==> src/rtl/rotate_kick_unit.sv <==
// Rotate-and-kick unit: rotates the active piece about its pivot cell, then
// probes an ordered list of wall-kick offsets against the occupancy RAM and
// reports the first legal placement (or failure).

package rotate_kick_unit_pkg;
  typedef enum logic [2:0] {
    CYAN    = 3'd0,
    BLUE    = 3'd1,
    ORANGE  = 3'd2,
    YELLOW  = 3'd3,
    GREEN   = 3'd4,
    MAGENTA = 3'd5,
    RED     = 3'd6
  } block_color;

  typedef enum logic [1:0] {
    NORMAL    = 2'd0,
    ROT_RIGHT = 2'd1,
    ROT2      = 2'd2,
    ROT_LEFT  = 2'd3
  } orientation;
endpackage

module rotate_kick_unit
  import rotate_kick_unit_pkg::*;
#(
  parameter int unsigned COORD_W   = 5,
  parameter int unsigned BOARD_W   = 10,
  parameter int unsigned BOARD_H   = 20,
  parameter int unsigned NUM_KICKS = 5
) (
  input  logic                 Clk,
  input  logic                 Reset,
  input  logic                 rot_req,
  input  logic                 rotate_left,
  input  block_color           block,
  input  orientation           cur_orientation,
  input  logic [4*COORD_W-1:0] x_block,
  input  logic [4*COORD_W-1:0] y_block,
  output logic                 occ_rd_en,
  output logic [COORD_W-1:0]   occ_x,
  output logic [COORD_W-1:0]   occ_y,
  input  logic                 occ_rd_data,
  output logic                 busy,
  output logic                 done,
  output logic                 success,
  output logic [4*COORD_W-1:0] new_x,
  output logic [4*COORD_W-1:0] new_y,
  output orientation           new_orientation
);

  localparam int unsigned KICK_W = 3;
  localparam int unsigned SLOT_W = 3;

  typedef logic [COORD_W-1:0]          coord_t;
  typedef logic [3:0][COORD_W-1:0]     cells_t;

  localparam coord_t POS1   = COORD_W'(1);
  localparam coord_t POS2   = COORD_W'(2);
  localparam coord_t NEG1   = '1;
  localparam coord_t LIM_X  = COORD_W'(BOARD_W);
  localparam coord_t LIM_Y  = COORD_W'(BOARD_H);
  localparam logic [KICK_W-1:0] LAST_KICK = KICK_W'(NUM_KICKS - 1);
  localparam logic [SLOT_W-1:0] LAST_SLOT = SLOT_W'(4);

  typedef enum logic [1:0] {IDLE, ROT, CHECK, DONE} state_t;

  state_t             state, state_nxt;
  cells_t             lat_x, lat_x_nxt, lat_y, lat_y_nxt;
  block_color         lat_color, lat_color_nxt;
  orientation         lat_orient, lat_orient_nxt;
  logic               lat_left, lat_left_nxt;
  cells_t             rot_x, rot_x_nxt, rot_y, rot_y_nxt;
  orientation         rot_orient, rot_orient_nxt;
  logic [KICK_W-1:0]  kick, kick_nxt;
  logic [SLOT_W-1:0]  slot, slot_nxt;
  logic               fail, fail_nxt;
  logic               rd_pend;
  logic               busy_nxt, done_nxt, success_nxt;
  logic               occ_rd_en_nxt;
  coord_t             occ_x_nxt, occ_y_nxt;
  cells_t             new_x_nxt, new_y_nxt;
  orientation         new_orient_nxt;

  cells_t             rx_c, ry_c;
  orientation         orient_c;
  coord_t             px, py, dx, dy, cor_x, cor_y;

  coord_t             kdx_cur, kdy_cur, kdx_nxt, kdy_nxt;
  coord_t             probe_x, probe_y;
  cells_t             kick_x_c, kick_y_c;
  logic               verdict_fail;

  // Fixed wall-kick offset table, returned as {dx, dy}
  function automatic logic [2*COORD_W-1:0] kick_offset(input logic [KICK_W-1:0] k);
    case (k)
      KICK_W'(1): kick_offset = {NEG1, coord_t'(0)};
      KICK_W'(2): kick_offset = {POS1, coord_t'(0)};
      KICK_W'(3): kick_offset = {coord_t'(0), NEG1};
      KICK_W'(4): kick_offset = {POS2, coord_t'(0)};
      default:    kick_offset = '0;
    endcase
  endfunction

  // Pivot rotation of the latched piece plus the I-piece correction
  always_comb begin
    px    = lat_x[1];
    py    = lat_y[1];
    dx    = '0;
    dy    = '0;
    cor_x = '0;
    cor_y = '0;
    rx_c  = '0;
    ry_c  = '0;
    if (lat_color == CYAN) begin
      if (lat_left) begin
        case (lat_orient)
          ROT_RIGHT: cor_x = NEG1;
          ROT2:      cor_y = NEG1;
          ROT_LEFT:  cor_x = POS1;
          default:   cor_y = POS1;
        endcase
      end else begin
        case (lat_orient)
          NORMAL:    cor_x = POS1;
          ROT_RIGHT: cor_y = POS1;
          ROT2:      cor_x = NEG1;
          default:   cor_y = NEG1;
        endcase
      end
    end
    for (int i = 0; i < 4; i++) begin
      dx = lat_x[i] - px;
      dy = lat_y[i] - py;
      if (lat_left) begin
        rx_c[i] = px + dy + cor_x;
        ry_c[i] = py - dx + cor_y;
      end else begin
        rx_c[i] = px - dy + cor_x;
        ry_c[i] = py + dx + cor_y;
      end
    end
    orient_c = lat_left ? orientation'(2'(lat_orient) - 2'd1)
                        : orientation'(2'(lat_orient) + 2'd1);
  end

  // Rotated cells shifted by the kick currently under test
  always_comb begin
    {kdx_cur, kdy_cur} = kick_offset(kick);
    for (int i = 0; i < 4; i++) begin
      kick_x_c[i] = rot_x[i] + kdx_cur;
      kick_y_c[i] = rot_y[i] + kdy_cur;
    end
    verdict_fail = fail | (rd_pend & occ_rd_data);
  end

  // Next-state, datapath and registered-output logic
  always_comb begin
    state_nxt      = state;
    lat_x_nxt      = lat_x;
    lat_y_nxt      = lat_y;
    lat_color_nxt  = lat_color;
    lat_orient_nxt = lat_orient;
    lat_left_nxt   = lat_left;
    rot_x_nxt      = rot_x;
    rot_y_nxt      = rot_y;
    rot_orient_nxt = rot_orient;
    kick_nxt       = kick;
    slot_nxt       = slot;
    fail_nxt       = fail;
    success_nxt    = success;
    new_x_nxt      = cells_t'(new_x);
    new_y_nxt      = cells_t'(new_y);
    new_orient_nxt = new_orientation;
    occ_rd_en_nxt  = 1'b0;
    occ_x_nxt      = occ_x;
    occ_y_nxt      = occ_y;
    kdx_nxt        = '0;
    kdy_nxt        = '0;
    probe_x        = '0;
    probe_y        = '0;

    case (state)
      IDLE: begin
        if (rot_req) begin
          lat_x_nxt      = cells_t'(x_block);
          lat_y_nxt      = cells_t'(y_block);
          lat_color_nxt  = block;
          lat_orient_nxt = cur_orientation;
          lat_left_nxt   = rotate_left;
          state_nxt      = ROT;
        end
      end
      ROT: begin
        rot_x_nxt      = rx_c;
        rot_y_nxt      = ry_c;
        rot_orient_nxt = orient_c;
        if (lat_color == YELLOW) begin
          state_nxt      = DONE;
          success_nxt    = 1'b1;
          new_x_nxt      = lat_x;
          new_y_nxt      = lat_y;
          new_orient_nxt = lat_orient;
        end else begin
          state_nxt = CHECK;
          kick_nxt  = '0;
          slot_nxt  = '0;
          fail_nxt  = 1'b0;
        end
      end
      CHECK: begin
        if (slot != LAST_SLOT) begin
          slot_nxt = slot + SLOT_W'(1);
          fail_nxt = verdict_fail;
        end else if (!verdict_fail) begin
          state_nxt      = DONE;
          success_nxt    = 1'b1;
          new_x_nxt      = kick_x_c;
          new_y_nxt      = kick_y_c;
          new_orient_nxt = rot_orient;
        end else if (kick == LAST_KICK) begin
          state_nxt      = DONE;
          success_nxt    = 1'b0;
          new_x_nxt      = lat_x;
          new_y_nxt      = lat_y;
          new_orient_nxt = lat_orient;
        end else begin
          kick_nxt = kick + KICK_W'(1);
          slot_nxt = '0;
          fail_nxt = 1'b0;
        end
      end
      default: begin
        state_nxt = IDLE;
      end
    endcase

    // Issue slot for the next cycle: bounds check or occupancy read
    if ((state_nxt == CHECK) && (slot_nxt != LAST_SLOT)) begin
      {kdx_nxt, kdy_nxt} = kick_offset(kick_nxt);
      probe_x = rot_x_nxt[slot_nxt[1:0]] + kdx_nxt;
      probe_y = rot_y_nxt[slot_nxt[1:0]] + kdy_nxt;
      if ((probe_x >= LIM_X) || (probe_y >= LIM_Y)) begin
        fail_nxt = 1'b1;
      end else begin
        occ_rd_en_nxt = 1'b1;
        occ_x_nxt     = probe_x;
        occ_y_nxt     = probe_y;
      end
    end

    busy_nxt = (state_nxt != IDLE);
    done_nxt = (state_nxt == DONE);
  end

  // State and output registers with synchronous reset
  always_ff @(posedge Clk) begin
    if (Reset) begin
      state           <= IDLE;
      lat_x           <= '0;
      lat_y           <= '0;
      lat_color       <= CYAN;
      lat_orient      <= NORMAL;
      lat_left        <= 1'b0;
      rot_x           <= '0;
      rot_y           <= '0;
      rot_orient      <= NORMAL;
      kick            <= '0;
      slot            <= '0;
      fail            <= 1'b0;
      rd_pend         <= 1'b0;
      busy            <= 1'b0;
      done            <= 1'b0;
      success         <= 1'b0;
      occ_rd_en       <= 1'b0;
      occ_x           <= '0;
      occ_y           <= '0;
      new_x           <= '0;
      new_y           <= '0;
      new_orientation <= NORMAL;
    end else begin
      state           <= state_nxt;
      lat_x           <= lat_x_nxt;
      lat_y           <= lat_y_nxt;
      lat_color       <= lat_color_nxt;
      lat_orient      <= lat_orient_nxt;
      lat_left        <= lat_left_nxt;
      rot_x           <= rot_x_nxt;
      rot_y           <= rot_y_nxt;
      rot_orient      <= rot_orient_nxt;
      kick            <= kick_nxt;
      slot            <= slot_nxt;
      fail            <= fail_nxt;
      rd_pend         <= occ_rd_en;
      busy            <= busy_nxt;
      done            <= done_nxt;
      success         <= success_nxt;
      occ_rd_en       <= occ_rd_en_nxt;
      occ_x           <= occ_x_nxt;
      occ_y           <= occ_y_nxt;
      new_x           <= new_x_nxt;
      new_y           <= new_y_nxt;
      new_orientation <= new_orient_nxt;
    end
  end

endmodule
==> config.mk <==
export PLATFORM = sky130hd
export DESIGN_NAME = rotate_kick_unit
export DESIGN_NICKNAME = d
export VERILOG_FILES = /design/src/rtl/rotate_kick_unit.sv
export SDC_FILE = /design/constraint.sdc
export NUM_CORES = 1
export LEC_CHECK = 0
export ABC_AREA = 1
export BUFFER_PORTS_ARGS = -buffer_cell sky130_fd_sc_hd__buf_2
export CAP_MARGIN = 10
export CORE_ASPECT_RATIO = 1.75
export CORE_MARGIN = 4
export CORE_UTILIZATION = 67
export CTS_CLUSTER_DIAMETER = 200
export DETAILED_ROUTE_END_ITERATION = 10
export GPL_ROUTABILITY_DRIVEN = 1
export PLACE_DENSITY_LB_ADDON = 0.08
export SYNTH_ARGS = -nofsm -noshare
export SYNTH_HDL_FRONTEND = slang
export SYNTH_SLANG_ARGS = --single-unit
==> constraint.sdc <==
create_clock -name Clk -period 11.3 [get_ports Clk]
set_clock_uncertainty 0.2 [all_clocks]
set_input_delay 0 -clock Clk [delete_from_list [all_inputs] [get_ports Clk]]
set_output_delay 0 -clock Clk [all_outputs]
set_load 0.03 [all_outputs]
Yosys cells after proc, flatten, opt, wreduce, memory -nomap -nowiden
Cells that the tools add are included.
{"block": "totals", "word_cells": 199, "reg_bits": 154, "out_inout_bits": 56}
{"block": "op_classes", "add_sub_neg": 54, "bitwise_logic": 4, "order_cmp": 3, "reduce_logical": 13, "n_mux": 70, "n_eq_ne": 21}
{"op": "20-bit 2-to-1 mux", "count": 10}
{"op": "5-bit adder", "count": 34}
{"op": "10-bit case mux with 4 select lines", "count": 2}
{"op": "20-bit case mux with 2 select lines", "count": 2}
{"op": "5-bit subtractor", "count": 16}
{"op": "5-bit 2-to-1 mux", "count": 14}
{"op": "5-bit case mux with 2 select lines", "count": 4}
{"op": "3-bit 2-to-1 mux", "count": 8}
{"op": "5-bit binary-select mux with 2-bit select", "count": 2}
{"op": "2-bit 2-to-1 mux", "count": 9}
{"op": "3-bit by 2-bit == test with 1-bit output (second input constant)", "count": 5}
{"op": "1-bit 2-to-1 mux", "count": 12}
{"op": "3-bit case mux with 2 select lines", "count": 2}
{"op": "2-bit == test (second input constant)", "count": 5}
{"op": "10-bit 2-to-1 mux", "count": 1}
{"op": "3-bit != test (second input constant)", "count": 3}
{"op": "3-bit by 1-bit adder with 3-bit output (second input constant)", "count": 2}
{"op": "3-bit by 1-bit == test with 1-bit output (second input constant)", "count": 2}
{"op": "3-bit == test (second input constant)", "count": 2}
{"op": "2-bit case mux with 3 select lines", "count": 1}
{"op": "2-bit OR reduction", "count": 3}
{"op": "5-bit by 4-bit greater-or-equal comparator with 1-bit output (second input constant)", "count": 1}
{"op": "5-bit greater-or-equal comparator (second input constant)", "count": 1}
{"op": "2-bit by 1-bit == test with 1-bit output (second input constant)", "count": 2}
{"op": "other kinds (16)", "count": 22}

Logic depth before layout (Yosys ltp)
Gate-level depths: netlist of run 1.
{"block": "logic_depth", "ltp_word": 15, "depth_mapped": 34, "depth_no_buf": 32}

Worst setup path after synthesis of run 1
OpenSTA, ideal clock, no wires.
{"block": "synth_path", "kind": "register to register", "from": "register lat_orient[0]", "to": "register occ_x[0]", "n_path_buf": 1, "stages_incl_launch_ff": 29, "setup_time_ns": 0.113, "synth_period_minus_slack_ns": 5.074, "path_slack_ns": 6.226, "t_arrival_ns": 4.762, "path_cell_list": "dfxtp_1 -> inv_1 -> ha_1 -> nor2_2 -> nor2_4 -> nand2_2 -> inv_1 -> fa_1 -> ha_1 -> inv_1 -> fa_1 -> xnor2_1 -> o22ai_1 -> nand2_1 -> o21ai_0 -> nor2_1 -> o22a_1 -> ha_1 -> a21o_1 -> a31oi_1 -> or2_1 -> nand2_2 -> inv_2 -> nand3_1 -> nand2_1 -> nand4_2 -> buf_4 -> nor2_1 -> nor2_1"}
{"block": "synth_via", "elab_chain_cells": 15, "word_cells_on_any_way": 51, "cone_classes": "18 x add/sub; 2 x order compare; 3 x eq/ne; 22 x mux; 1 x bitwise; 5 x reduce/logical"}
{"item": "start: declaration", "line": "71", "rtl": "orientation lat_orient, lat_orient_nxt;"}
{"item": "start signal: assignment", "line": "286", "rtl": "lat_orient <= lat_orient_nxt;"}
{"item": "2-bit == test (tied with other cells)", "line": "117, 124"}
{"item": "2-bit OR reduction (no line)"}
{"item": "5-bit case mux with 2 select lines, on equally long branches", "line": "124, 117"}
{"item": "5-bit 2-to-1 mux", "line": "116", "rtl": "if (lat_left) begin"}
{"item": "5-bit 2-to-1 mux", "line": "115", "rtl": "if (lat_color == CYAN) begin"}
{"item": "5-bit adder, on equally long branches", "line": "140, 137"}
{"item": "5-bit 2-to-1 mux", "line": "135", "rtl": "if (lat_left) begin"}
{"item": "20-bit 2-to-1 mux", "line": "183", "rtl": "case (state)"}
{"item": "5-bit binary-select mux with 2-bit select", "line": "242", "rtl": "probe_y = rot_y_nxt[slot_nxt[1:0]] + kdy_nxt;"}
{"item": "5-bit 2-to-1 mux (not written as such)", "line": "242"}
{"item": "5-bit adder", "line": "242"}
{"item": "5-bit greater-or-equal comparator", "line": "243", "rtl": "if ((probe_x >= LIM_X) || (probe_y >= LIM_Y)) begin"}
{"item": "1-bit logical OR", "line": "243"}
{"item": "1-bit inverter (no line)"}
{"item": "2-bit AND reduction (no line)"}
{"item": "end signal: assignment", "line": "299", "rtl": "occ_x <= occ_x_nxt;"}
{"item": "end: declaration", "line": "41", "rtl": "output logic [COORD_W-1:0] occ_x,"}
Parallel ways exist; a longest one is shown, timed or not. The select of a mux whose other input is x is not followed.
A chain may end at the register's enable or synchronous reset.

Worst setup path after layout of run 1
{"block": "layout_path", "from": "register lat_left", "to": "register occ_x[2]"}
{"block": "layout_via", "elab_chain_cells": 12, "word_cells_on_any_way": 41, "cone_classes": "18 x add/sub; 2 x order compare; 18 x mux; 1 x bitwise; 2 x reduce/logical"}
{"item": "start: declaration", "line": "72", "rtl": "logic lat_left, lat_left_nxt;"}
{"item": "start signal: assignment", "line": "287", "rtl": "lat_left <= lat_left_nxt;"}
{"item": "5-bit 2-to-1 mux", "line": "116"}
{"item": "5-bit 2-to-1 mux", "line": "115"}
{"item": "5-bit adder, on equally long branches"}
{"item": "5-bit 2-to-1 mux", "line": "135"}
{"item": "20-bit 2-to-1 mux", "line": "183"}
{"item": "5-bit binary-select mux with 2-bit select, on equally long branches", "line": "241, 242"}
{"item": "5-bit 2-to-1 mux, on equally long branches", "line": "241, 242"}
{"item": "5-bit adder, on equally long branches", "line": "241, 242"}
{"item": "5-bit by 4-bit greater-or-equal comparator with 1-bit output / 5-bit greater-or-equal comparator (equally long branches)", "line": "243"}
{"item": "1-bit logical OR", "line": "243"}
{"item": "1-bit inverter (no line)"}
{"item": "2-bit AND reduction (no line)"}
Parallel ways exist; a longest one is shown, timed or not. The select of a mux whose other input is x is not followed.

==> metrics.yaml, run 1 <==
r2r_start: "lat_left"
powerDensity_nw_per_um2: 345
path_max_fanout: 35
core-area_um2: 19100
std_cell_rows: 67
ys_seq_elements: 154
grt_max_degree: 85
htreeDepth: 4
fin_nets: 2159
cts_made_buffers: 17
final_hold_viol_count: 0
worst_pin_slew_ps: 1100
r2r_cells: 28
peakVddDrop_mv: 0.278
firstDrtPassIters: 6
placed_cells: 2055
max_stage_delay_ps: 600
place_hpwl_um: 31200
p_leak_nw: 7.51
yosysUniqueCellTypes: 47
cts_tree: "yes"
min_period_over_period_pct: 55.1
cts_sinks: 154
insertion_delay_ps: 440
synth.net_count: 2041
netlist_instances: 1763
r2r_end: "occ_x[2]"
cts_setup_buffers: 0
final_cell_mix: "nand2_1 (332), inv_1 (232), nor2_1 (168)"
crit_top_cell: "nand2_1"
dieWidth_um: 113
initial_core_util_pct: 67.8
via_count: 12511
area_growth_pct: 13.2
worst_slack_ps: 5070
min_path_cells: 3
worst_ep_required_time_ps: 11480
hp-class: "in2reg"
antenna_left: 0
fin_area_um2: 14700
clk_pin_slew_ps: 70
end_kind: "flop"
drt_wl_total_um: 41700
place_ws_ps: 5120
io_buffers: 105
synthesis.area_um2: 12900
synth-edff-count: 0
pin_count: 106
avgSynthCellArea_um2: 7.35
status: "complete, no violations"
synth_warnings: 0
cts_root_buffer: "clkbuf_16"
cap_violations: 0
relSlewSlack_pct: 26.9
ys.flop_type: "dfxtp_1"
hp-start: "Reset"
setup_tns_ps: 0
reg2reg_slack_ps: 5070
finalSetupViolCount: 0
gp_congestion: 0.966
drive_above_1_share_pct: 10.6
finalCriticalPeriod_ps: 6230
die_area_um2: 21700
drt_iter0_drc: 1005
antenna_found_initial: 0
layout.cells.non_filler: 2134
place_area_um2: 13600
slew_viol_final: 0
p_total_mw: 5.06
clock.fmax_mhz: 161
drc: 0
overflow: 0
die_h_um: 192
wl_per_cell_um: 19.5
diodes: 0
min_to: "rot_x[3]"
synthArstFlopShare_pct: 0
final_common_cell: "nand2_1"
via_per_inst: 5.86
yosysSeqAreaShare_pct: 23.8
cts_resized: 0
crit_arrival_ps: 6400
rsz0062_at_grt: "no"
crit_path_top_delay_cell: "nand2_2"
cts_max_path_buffers: 2
crit_type: "reg2reg"
grt_use_total_pct: 38.5
grt_pass1_wl_um: 64000
grt_pass1_vias: 12314
start_kind: "flop"
==> Yosys cell counts (8+ instances only) <==
| cell type | instances | area share, % |
|---|---|---|
| nand2_1 | 333 | 9.7 |
| xor2_1 | 37 | 2.5 |
| nand2_2 | 14 | 0.68 |
| nor2_1 | 169 | 4.9 |
| a21o_1 | 9 | 0.52 |
| inv_2 | 11 | 0.32 |
| a21oi_1 | 127 | 4.9 |
| dfxtp_1 | 154 | 24 |
| o211ai_1 | 9 | 0.52 |
| clkbuf_1 | 51 | 1.5 |
| xnor2_1 | 32 | 2.2 |
| or2_2 | 8 | 0.39 |
| o21ai_0 | 134 | 5.2 |
| buf_1 | 8 | 0.23 |
| a31oi_1 | 19 | 0.92 |
| o22ai_1 | 12 | 0.58 |
| ha_1 | 155 | 15 |
| inv_1 | 233 | 6.8 |
| fa_1 | 73 | 11 |
| nand3_1 | 105 | 4.1 |
==> routing by layer <==
metal | part of all wire (%) | vias up | track usage (%)
met5 | 0 | - | 0
met4 | 9.3 | 0 | 30.3
met3 | 6.4 | 168 | 4.35
met2 | 49 | 555 | 66.8
met1 | 35 | 5881 | 42.2
li1 | - | 5907 | -
==> worst max-delay path by stage <==
stage / from / end / slack (ps) / cells past startpoint
final: lat_left / occ_x[2] / 5070 / 28
after global routing: lat_left / occ_y[4] / 4450 / 30
after CTS: lat_left / occ_x[3] / 5110 / 30
after detailed placement: lat_left / occ_y[4] / 5120 / 27
after global placement: lat_left / occ_y[1] / 5310 / 27
after floorplan: lat_orient[0] / occ_x[0] / 6230 / 28
==> worst max-delay path: cells and delay by family (launching register included) <==
kind | cells | cell delay [ps]
AOI/OAI and AO/OA | 5 | 1000
xor gates and xnor gates | 1 | 140
adders and majority gates | 4 | 1420
buffers and inverters | 5 | 950
DFF | 1 | 350
and+or+nand+nor | 13 | 2030
==> kinds of logic (layout without fill, tap and decap cells) <==
kind of cell             count (synthesis)  in the layout  share of synthesized area (%)
flip-flops                             154            154                           23.8
multiplexers                             4              4                          0.309
adder cells (fa/ha/maj)                228            228                           26.3
XOR/XNOR                                69             69                           4.67
buffers and inverters                  316            446                           9.45
AND/OR/NAND/NOR                        658            658                           21.4
AO/OA/AOI/OAI                          334            334                           14.1
==> through the flow <==
| step | hold WS, ps | utilization [%] |
|---|---|---|
| floorplan | -33.3 | - |
| global placement | 54.5 | 71.2 |
| detailed placement | 61.7 | 71.2 |
| CTS | 7.47 | 76.7 |
| global route | 54.5 | 76.7 |
| finish | 19.3 | 76.7 |
==> timing repair <==
action / CTS / global route
endpoints found under the hold margin: 51 / 0
setup endpoints to repair: 0 / 0
hold buffers: 48 / 0
==> area by class of cell <==
class	count	area, um2
multi-input combinational	1293	8660
fill	1525	4450
sequential	154	3080
timing repair buffer	168	1120
inverter	247	932
clock buffer	18	439
tap	241	302
clock inverter	13	134
==> sequential cells by signal (all words and copies together) (netlist names), 3 cells and up <==
register   flops
lat_color      3
rot_y         20
occ_x          5
new_x         20
occ_y          5
rot_x         20
py             5
px             5
slot           3
lat_y         15
lat_x         15
kick           3
new_y         20
==> report_power, final <==
part	switching, mW	total [mW]	leakage (nW)	internal (mW)
sequential	0.178	0.905	1.26	0.727
combinational	2.30	3.58	5.97	1.29
clock	0.262	0.575	0.272	0.314
total	2.74	5.06	7.51	2.33
No activity file was read; power rests on OpenSTA's default activity.
==> run 2, diff against run 1 <==
--- a/config.mk
+++ b/config.mk
@@ -10,7 +10,7 @@
 export CAP_MARGIN = 10
 export CORE_ASPECT_RATIO = 1.75
 export CORE_MARGIN = 4
-export CORE_UTILIZATION = 67
+export CORE_UTILIZATION = 62
 export CTS_CLUSTER_DIAMETER = 200
 export DETAILED_ROUTE_END_ITERATION = 10
 export GPL_ROUTABILITY_DRIVEN = 1
==> constraint.sdc (replaced) <==
create_clock -name Clk -period 6.5 [get_ports Clk]
set_clock_uncertainty 0.2 [all_clocks]
set_input_delay 0 -clock Clk [delete_from_list [all_inputs] [get_ports Clk]]
set_output_delay 0 -clock Clk [all_outputs]
set_load 0.03 [all_outputs]
==> metrics.yaml, run 2 (same netlist as run 1, synthesis figures left out) <==
peakVddDrop_mv: 0.403
path_max_fanout: 35
insertion_delay_ps: 440
drc: 0
pin_count: 106
clk_pin_slew_ps: 70
std_cell_rows: 69
antenna_found_initial: 1
min_path_cells: 3
rsz0062_at_grt: "no"
clock.fmax_mhz: 171
end_kind: "flop"
p_leak_nw: 7.54
final_common_cell: "nand2_1"
grt_pass1_vias: 12532
area_growth_pct: 13.7
die_h_um: 199
cap_violations: 0
worst_pin_slew_ps: 919
overflow: 0
whs_ps: 34.5
io_buffers: 105
initial_core_util_pct: 63.3
relSlewSlack_pct: 38.6
drive_above_1_share_pct: 10.9
via_per_inst: 5.86
drt_wl_total_um: 43700
die_area_um2: 23400
cts_resized: 0
drt_iter0_drc: 1062
r2r_end: "occ_x[0]"
fin_nets: 2165
crit_type: "reg2reg"
r2r_start: "lat_left"
worst_ep_required_time_ps: 6680
powerDensity_nw_per_um2: 608
grt_max_degree: 85
cts_max_path_buffers: 2
min_to: "rot_y[2]"
antenna_left: 0
min_period_over_period_pct: 89.7
grt_use_total_pct: 37.9
dieWidth_um: 117
hp-class: "in2reg"
wl_per_cell_um: 20.4
cts_tree: "yes"
start_kind: "flop"
reg2reg_slack_ps: 670
grt_pass1_wl_um: 65800
cts_made_buffers: 17
via_count: 12591
place_hpwl_um: 33200
setup_tns_ps: 0
max_stage_delay_ps: 500
final_cell_mix: "nand2_1 (332), inv_1 (232), nor2_1 (168)"
core-area_um2: 20500
hp-start: "Reset"
slew_viol_final: 0
finalSetupViolCount: 0
gp_congestion: 1.03
cts_root_buffer: "clkbuf_16"
finalCriticalPeriod_ps: 5830
crit_arrival_ps: 6010
cts_setup_buffers: 0
htreeDepth: 4
crit_top_cell: "inv_1"
final_hold_viol_count: 0
crit_path_top_delay_cell: "nor2_1"
r2r_cells: 29
cts_sinks: 154
status: "complete, no violations"
firstDrtPassIters: 5
-- run 2: cell type report --
type | instances | area [um2]
clock buffers | 19 | 443
diodes | 1 | 2.50
repair buffers | 174 | 1160
inverters | 247 | 932
fillers | 1743 | 5740
well taps | 248 | 310
clock inverters | 13 | 133
multi-input cells | 1293 | 8660
flip-flops and latches | 154 | 3080
-- run 2: repair_timing --
item | 4_1_cts | 5_1_grt
hold buffers | 48 | 0
hold endpoints to repair | 51 | 0
endpoints found under the setup margin | 0 | 0
-- run 2: worst max path at each step --
stage,from,slack [ps],depth (start not counted),end
global route,lat_left,240,30,occ_x[0]
CTS,lat_left,650,29,occ_x[0]
finish,lat_left,670,29,occ_x[0]
detailed placement,px[0],660,27,occ_x[0]
global placement,px[1],810,25,occ_y[0]
floorplan,lat_orient[0],1430,28,occ_x[0]
-- run 2: power by group --
group | switching, mW | internal, mW
Combinational | 4.06 | 2.25
Clock | 0.462 | 0.548
Sequential | 0.359 | 1.26
Total | 4.88 | 4.06
-- run 2: through the flow --
stage          power (mW)  setup slack, ps  cells  utilization (%)  cell area [um2]
3_3_place_gp         7.59              810   2068             66.8            13700
4_1_cts              8.83              651   2148             71.9            14700
2_1_floorplan        6.02             1430   1763                -            12900
3_5_place_dp         7.74              664   2068             66.8            13700
5_1_grt              9.69              238   2149             72.0            14700
6_report             8.95              669   2149             72.0            14700
-- run 2: metal layers --
metal  GRT usage, %  up-vias  part of all wire [%]
li1               -     5908                     -
met1           39.9     5864                    34
met2           63.3      576                    49
met3           6.52      243                   6.3
met4           33.5        0                    11
met5              0        -                     0
-- run 2: worst max-delay path, delay by kind of cell, from the launching register on --
family,cells,cell delay [ps]
flip-flops,1,470
XOR/XNOR,1,150
AO/OA/AOI/OAI,5,860
adder cells (fa/ha/maj),4,1280
buffers and inverters,7,920
AND/OR/NAND/NOR,12,1900
==> run 3, diff against run 2 <==
==> constraint.sdc (replaced) <==
create_clock -name Clk -period 6.5 [get_ports Clk]
set_clock_uncertainty 0.2 [all_clocks]
set_input_delay 0.975 -clock Clk [delete_from_list [all_inputs] [get_ports Clk]]
set_output_delay 0.975 -clock Clk [all_outputs]
set_load 0.03 [all_outputs]
==> metrics.yaml, run 3 (same netlist as run 1, synthesis figures left out) <==
status: "complete, no violations"
die_area_um2: 23400
antenna_found_initial: 0
antenna_left: 0
crit_type: "reg2reg"
min_path_cells: 2
slew_viol_final: 0
cts_sinks: 154
place_ws_ps: 650
worst_ep_required_time_ps: 6630
end_kind: "flop"
initial_core_util_pct: 63.3
drive_above_1_share_pct: 11.2
final_common_cell: "nand2_1"
grt_pass1_vias: 11750
drt_wl_total_um: 42200
cap_violations: 0
cts_max_path_buffers: 2
place_hpwl_um: 33200
core-area_um2: 20500
drt_iter0_drc: 999
pin_count: 106
wl_per_cell_um: 20.1
overflow: 0
grt_use_total_pct: 36.5
setup_tns_ps: 0
min_period_over_period_pct: 89.7
std_cell_rows: 69
drc: 0
crit_arrival_ps: 5960
multiInputGateArea_um2: 8660
p_leak_nw: 7.35
reg2reg_slack_ps: 670
nFillCells: 1753
htreeDepth: 4
via_per_inst: 5.83
cts_root_buffer: "clkbuf_16"
final_hold_viol_count: 0
r2r_start: "px[1]"
powerDensity_nw_per_um2: 624
finalSetupViolCount: 0
hp-class: "reg2reg"
die_h_um: 199
fin_nets: 2117
gp_congestion: 1.03
hp-start: "occ_x[4]"
diodes: 0
cts_setup_buffers: 0
peakVddDrop_mv: 0.408
relSlewSlack_pct: 38.4
cts_resized: 0
cts_tree: "yes"
rsz0062_at_grt: "no"
worst_pin_slew_ps: 923
min_to: "occ_x[4]"
cts_made_buffers: 17
clock.fmax_mhz: 172
final_cell_mix: "nand2_1 (332), inv_1 (232), nor2_1 (168)"
grt_max_degree: 73
firstDrtPassIters: 5
r2r_end: "occ_x[1]"
area_growth_pct: 10.2
regArea_um2: 3080
dieWidth_um: 117
finalCriticalPeriod_ps: 5830
insertion_delay_ps: 450
start_kind: "flop"
clk_pin_slew_ps: 70
worst_slack_ps: 671
grt_pass1_wl_um: 63000
io_buffers: 105
ctsHoldBuffers: 0
path_max_fanout: 20
r2r_cells: 25
via_count: 12236
==> run 3: cell types whose count changed in the layout (fill, tap and decap cells not counted), sizes merged <==
cell | before | now
bufinv | 1 | 2
clkbuf | 19 | 17
diode | 1 | 0
dlygate4sd3 | 48 | 0
inv | 251 | 252
==> run 3: worst max-delay path by stage <==
stage	startpoint	endpoint	slack, ps
6_report	px[1]	occ_x[1]	670
5_1_grt	lat_left	occ_y[1]	60
4_1_cts	lat_left	occ_x[1]	670
3_5_place_dp	px[1]	occ_x[1]	650
3_3_place_gp	px[1]	occ_y[0]	810
2_1_floorplan	lat_orient[0]	occ_x[0]	1430
==> run 3: area by class of cell <==
cell class / count / share of cell area (%)
multi-input cells: 1293 / 60.7
well taps: 248 / 2.17
repair buffers: 126 / 4.79
clock buffers: 17 / 2.98
flip-flops and latches: 154 / 21.6
clock inverters: 15 / 1.27
inverters: 247 / 6.53
==> run 3: metal layers <==
layer | up-vias | share of wire (%) | track usage [%]
li1 | 5821 | - | -
met5 | - | 0 | 0
met4 | 0 | 10 | 29.9
met2 | 542 | 50 | 61.3
met1 | 5692 | 34 | 39.9
met3 | 181 | 6.3 | 5.12
==> run 3: power by group <==
group          total (mW)  internal, mW  switching (mW)
sequential           1.61          1.26           0.349
combinational        6.24          2.23            4.02
clock                1.05         0.581           0.471
total                8.91          4.07            4.84
==> run 3: metrics by stage <==
step | hold slack (ps) | std cells | util (%) | total power, mW | area (um2)
5_1_grt | 289 | 2100 | 69.7 | 9.65 | 14300
6_report | 262 | 2100 | 69.7 | 8.91 | 14300
3_3_place_gp | 252 | 2068 | 66.8 | 7.59 | 13700
2_1_floorplan | 245 | 1763 | - | 6.02 | 12900
4_1_cts | 267 | 2100 | 69.7 | 8.83 | 14300
3_5_place_dp | 257 | 2068 | 66.8 | 7.72 | 13700
==> run 3: critical path: stages (launching register included) <==
cell and delay [ps]:
dfxtp_1 360, inv_1 560, fa_1 630, fa_1 600, ha_1 200, inv_1 60, fa_1 370, xnor2_1 150
o22ai_1 160, nand2_1 120, o21ai_0 160, nor2_1 80, o22a_1 220, ha_1 310, inv_1 90, o21bai_1 80
a31oi_1 220, inv_1 70, nand4_1 90, nand2_1 90, inv_2 50, nand3_1 110, nand3_2 100, nand4_2 350
nor2_1 240, nor2_1 70
